--- config.mk ---
export PLATFORM = sky130hd
export DESIGN_NAME = led_blink_sequencer
export DESIGN_NICKNAME = d
export VERILOG_FILES = /design/src/rtl/led_blink_sequencer.sv
export SDC_FILE = /design/constraint.sdc
export NUM_CORES = 1
export LEC_CHECK = 0
export BUFFER_PORTS_ARGS = -buffer_cell sky130_fd_sc_hd__buf_2
export CAP_MARGIN = 5
export CORE_UTILIZATION = 40
export DETAILED_ROUTE_END_ITERATION = 16
export HOLD_SLACK_MARGIN = 0.15
export PLACE_DENSITY = 0.66
export SLEW_MARGIN = 20
export SYNTH_ARGS = -nofsm -noshare
export SYNTH_HDL_FRONTEND = slang
export SYNTH_SLANG_ARGS = --single-unit
--- constraint.sdc ---
create_clock -name clk -period 3.31 [get_ports clk]
set_input_delay 0.8275 -clock clk [delete_from_list [all_inputs] [get_ports clk]]
set_output_delay 0.8275 -clock clk [all_outputs]
set_load 0.03 [all_outputs]
--- src/rtl/led_blink_sequencer.sv ---
// Command-driven LED blink sequencer.
// Plays one on/off pattern per accepted command; count 0 repeats until abort.
module led_blink_sequencer #(
    parameter int CLK_FREQ = 100_000_000,
    parameter int TICK_HZ  = 1_000
) (
    input  logic        clk,
    input  logic        reset,
    input  logic        cmd_valid,
    output logic        cmd_ready,
    input  logic [15:0] cmd_on_ticks,
    input  logic [15:0] cmd_off_ticks,
    input  logic [7:0]  cmd_count,
    input  logic        abort,
    output logic        led,
    output logic        busy,
    output logic        done,
    output logic [7:0]  remaining
);

    localparam int TICK_DIV = CLK_FREQ / TICK_HZ;
    localparam int PW = (TICK_DIV > 2) ? $clog2(TICK_DIV) : 1;

    generate
        if ((CLK_FREQ % TICK_HZ) != 0 || TICK_DIV < 2) begin : g_bad_div
            $error("led_blink_sequencer: CLK_FREQ/TICK_HZ must be an integer >= 2");
        end
    endgenerate

    typedef enum logic [1:0] {
        S_IDLE,
        S_ON,
        S_OFF
    } state_t;

    state_t        state_q, state_d;
    logic          led_q, led_d;
    logic          busy_q, busy_d;
    logic          done_q, done_d;
    logic          inf_q, inf_d;
    logic [7:0]    rem_q, rem_d;
    logic [PW-1:0] pre_q, pre_d;
    logic [15:0]   ph_q, ph_d;
    logic [15:0]   on_len_q, on_len_d;
    logic [15:0]   off_len_q, off_len_d;

    logic          tick;
    logic [15:0]   cur_len;
    logic [15:0]   ph_inc;
    logic          ph_end;
    logic          cyc_end;
    logic          last;

    always_comb begin
        tick    = busy_q && (pre_q == PW'(TICK_DIV - 1));
        cur_len = (state_q == S_ON) ? on_len_q : off_len_q;
        ph_inc  = ph_q + 16'd1;
        ph_end  = tick && (ph_inc == cur_len);
        // A cycle ends after OFF, or after ON when OFF is zero-length
        cyc_end = ph_end && ((state_q == S_OFF) || (off_len_q == 16'd0));
        last    = cyc_end && !inf_q && (rem_q == 8'd0);
    end

    always_comb begin
        state_d   = state_q;
        led_d     = led_q;
        busy_d    = busy_q;
        done_d    = 1'b0;
        inf_d     = inf_q;
        rem_d     = rem_q;
        pre_d     = pre_q;
        ph_d      = ph_q;
        on_len_d  = on_len_q;
        off_len_d = off_len_q;

        unique case (state_q)
            S_IDLE: begin
                if (cmd_valid) begin
                    on_len_d  = cmd_on_ticks;
                    off_len_d = cmd_off_ticks;
                    inf_d     = (cmd_count == 8'd0);
                    rem_d     = (cmd_count == 8'd0) ? 8'd0 : cmd_count - 8'd1;
                    pre_d     = '0;
                    ph_d      = '0;
                    if (cmd_on_ticks != 16'd0) begin
                        state_d = S_ON;
                        led_d   = 1'b1;
                        busy_d  = 1'b1;
                    end else if (cmd_off_ticks != 16'd0) begin
                        state_d = S_OFF;
                        led_d   = 1'b0;
                        busy_d  = 1'b1;
                    end else begin
                        rem_d  = 8'd0;
                        done_d = 1'b1;
                    end
                end
            end
            S_ON, S_OFF: begin
                pre_d = tick ? '0 : pre_q + 1'b1;
                if (tick) begin
                    ph_d = ph_inc;
                end
                if (last || abort) begin
                    state_d = S_IDLE;
                    led_d   = 1'b0;
                    busy_d  = 1'b0;
                    done_d  = last;
                    rem_d   = 8'd0;
                    pre_d   = '0;
                    ph_d    = '0;
                end else if (cyc_end) begin
                    ph_d = '0;
                    if (!inf_q) begin
                        rem_d = rem_q - 8'd1;
                    end
                    if (on_len_q != 16'd0) begin
                        state_d = S_ON;
                        led_d   = 1'b1;
                    end else begin
                        state_d = S_OFF;
                        led_d   = 1'b0;
                    end
                end else if (ph_end) begin
                    state_d = S_OFF;
                    led_d   = 1'b0;
                    ph_d    = '0;
                end
            end
            default: begin
                state_d = S_IDLE;
                led_d   = 1'b0;
                busy_d  = 1'b0;
            end
        endcase
    end

    always_ff @(posedge clk) begin
        if (reset) begin
            state_q   <= S_IDLE;
            led_q     <= 1'b0;
            busy_q    <= 1'b0;
            done_q    <= 1'b0;
            inf_q     <= 1'b0;
            rem_q     <= 8'd0;
            pre_q     <= '0;
            ph_q      <= 16'd0;
            on_len_q  <= 16'd0;
            off_len_q <= 16'd0;
        end else begin
            state_q   <= state_d;
            led_q     <= led_d;
            busy_q    <= busy_d;
            done_q    <= done_d;
            inf_q     <= inf_d;
            rem_q     <= rem_d;
            pre_q     <= pre_d;
            ph_q      <= ph_d;
            on_len_q  <= on_len_d;
            off_len_q <= off_len_d;
        end
    end

    assign cmd_ready = (state_q == S_IDLE);
    assign led       = led_q;
    assign busy      = busy_q;
    assign done      = done_q;
    assign remaining = rem_q;

endmodule

==> out/qor.yml <==
outcome:
  outcome: "complete, no violations"
logic_synthesis:
  ys.flop_type: "dfxtp_1"
  synth-edff-count: 0
  synth_cell_types: 66
  syn-num-nets: 636
  syn_area_per_cell_um2: 7.90
  yosys_register_bits: 78
  yosysSeqAreaShare_pct: 33.9
  synth_top_area_share_pct: 33.9
  yosys_warnings: 0
  yosysMostFrequentCell: "nand2_1"
  syn_area_um2: 4600
  yosys.area.top_type: "dfxtp_1"
  synthCells: 583
  synthTopCellsByArea: "dfxtp_1 (34%), nand2_1 (8.8%), xnor2_1 (6.5%), a21oi_1 (4.6%), mux2i_1 (3.9%)"
  async_flop_share_pct: 0
  synth_common_cells: "nand2_1 (108), dfxtp_1 (78), a21oi_1 (42)"
clocking:
  post_cts_resized: 0
  cts-hold-fix-buffers: 0
  cts_tree: "done"
  cts.sinks: 78
  clock_latency_ns: 0.34
  clk_pin_slew_ns: 0.07
  cts-root-buf: "clkbuf_16"
  clk_path_buf_depth: 2
  cts_made_buffers: 9
  cts_setup_buffers: 0
  htree_levels: 3
pwr:
  combPwrFrac_pct: 34.7
  p_sw_share_pct: 38.8
  clock_power_share_pct: 30.3
  leakage_nw: 1.96
  ir_drop_uv: 315
  p_per_area_nw_per_um2: 607
  p_seq_share_pct: 35.0
  power.switching_w: 0.00125
  internal_power_w: 0.00198
critical_path:
  path_max_fanout: 8
  worstSetupEndpoint: "remaining[4]"
  crit_type: "flip-flop to flip-flop"
  required_ns: 3.53
  reg2reg_from: "led"
  r2r_cells: 10
  regToRegSetupSlack_ns: 0.24
  crit_start: "led"
  cp-start-kind: "flip-flop"
  r2r-end: "remaining[4]"
  crit_arrival_ns: 3.29
  cp-end-kind: "flip-flop"
job:
  drv_cap: 0
placement:
  dp_hpwl_um: 9070
  gp_congestion: 0.890
  placed_area_um2: 5010
  portBuffers: 55
layout:
  fillers: 1074
  layout.nets: 684
  multi_input_area_um2: 2850
  diodes: 0
  stdcell_area_um2: 5320
  regArea_um2: 1560
  layout-area-overhead-vs-synth_pct: 15.5
  drive_gt1_share_pct: 16.0
detailed_routing:
  wl_per_cell_um: 15.7
  wl_um: 12200
  antenna_left: 0
  vias: 4512
  drt-pass1-iter-count: 5
  drt_iter0_drc: 312
  vias_per_cell: 5.81
  remaining_drc_errors: 0
die:
  initial_utilization_pct: 41.7
  dieHeight_um: 109
  die_x_um: 109
  core-area_um2: 11000
  ios: 56
  die_area_um2: 11900
  rows: 38
timing:
  finalCritPeriodShare_pct: 92.8
  slew_violations: 0
  fin_crit_ns: 3.07
  relSlewSlack_pct: 50.8
  fmax_ghz: 0.326
  finClkSkew_ns: 0.0113
  final-setup-viol-count: 0
  setup_tns_ns: 0
  tightest_slew_ns: 0.733
  rsz0062_at_grt: "true"
  hold_viol_final: 0
global_route:
  grt_max_degree: 36
  grt_pass1_vias: 4077
  grt_overflow: 0
  grt_pass1_wl_um: 20300
  grt_use_total_pct: 21.5
  antenna_found_initial: 0
worst_hold_path:
  hold_class: "flip-flop to flip-flop"
  hold_depth: 2
## cell families (layout without fill, tap and decap cells)
group / count (synthesis) / in the layout / synth area share, %
xor+xnor: 45 / 45 / 8.56
buf+inv: 47 / 100 / 4.40
compound gates: 106 / 106 / 15.2
flops: 78 / 78 / 33.9
simple gates: 278 / 278 / 31.0
fa+ha+maj: 9 / 9 / 2.45
mux: 20 / 20 / 4.48
## state kept, by name, indices dropped and copies added (netlist names)
signal,flops
done,1
led,1
busy,1
state_q,1
inf_q,1
pre_q,17
ph_q,16
on_len_q,16
off_len_q,16
remaining,8
## how the worst min path moves through the flow
| stage | startpoint | endpoint | slack [ns] |
|---|---|---|---|
| final | off_len_q[1] | off_len_q[1] | 0.48 |
| after global routing | off_len_q[1] | off_len_q[1] | 0.50 |
| after CTS | off_len_q[1] | off_len_q[1] | 0.48 |
| after detailed placement | on_len_q[0] | on_len_q[0] | 0.46 |
| after global placement | on_len_q[12] | on_len_q[12] | 0.46 |
| after floorplan | off_len_q[14] | off_len_q[14] | 0.45 |
## layout make-up
type	instances	share of cell area [%]
clock buffer	9	4.23
timing repair buffer	67	6.87
multi-input combinational	458	53.6
tap	140	3.29
sequential	78	29.4
clock inverter	7	1.43
inverter	17	1.20
## per-stage QoR
| step | total power (W) | worst slack, ns | util (%) | instances | hold WS [ns] |
|---|---|---|---|---|---|
| floorplan | 0.00195 | 0.346 | - | 583 | 0.448 |
| global placement | 0.00222 | 0.435 | 45.4 | 760 | 0.465 |
| detailed placement | 0.00225 | 0.291 | 45.4 | 760 | 0.465 |
| CTS | 0.00323 | 0.273 | 48.1 | 776 | 0.476 |
| global route | 0.00341 | -0.0000224 | 48.2 | 776 | 0.504 |
| finish | 0.00323 | 0.240 | 48.2 | 776 | 0.476 |
## worst max-delay path, cell delays in order (launching register included)
cell and delay, ns:
dfxtp_1 0.41, ha_1 0.28, buf_4 0.22, mux2i_1 0.36, o21ai_0 0.15, a31oi_1 0.23
a21boi_2 0.10, nor4_4 0.44, a22o_1 0.34, o21ai_0 0.13, a32o_1 0.28
## power groups by stage
stage | clock (W) | sequential (W) | combinational, W
after CTS | 0.000999 | 0.00113 | 0.00111
after floorplan | 0 | 0.00119 | 0.000755
after detailed placement | 0 | 0.00115 | 0.00110
after global placement | 0 | 0.00114 | 0.00108
final | 0.000980 | 0.00113 | 0.00112
after global routing | 0.00104 | 0.00114 | 0.00123
## cell usage in the layout (no fill, tap or decap), drive strengths merged, types with 3 or more instances in the layout
cell type and instances:
nand2 108, dfxtp 78, buf 67, a21oi 43, xnor2 34, nor2 34
nor4 29, nand3 23, inv 21, mux2i 18, o21ai 17, nor3 17
nand4 15, xor2 11, and3 10, ha 9, clkbuf 9, or3 8
nor2b 6, nand2b 6, or4 6, o221ai 4, o211ai 4, and4b 3
nand4b 3, and2 3, o22ai 3, and4 3, nor4b 3, o22a 3
a211oi 3, clkinv 3
## layer usage
metal,up-vias,global-route usage [%],share of wire [%]
met4,0,6.48,2.2
met5,-,0,0
li1,2209,-,-
met3,26,4.03,6.1
met1,2122,30.6,47
met2,155,32.7,45
Note: power is estimated with default switching activity, not from simulation.
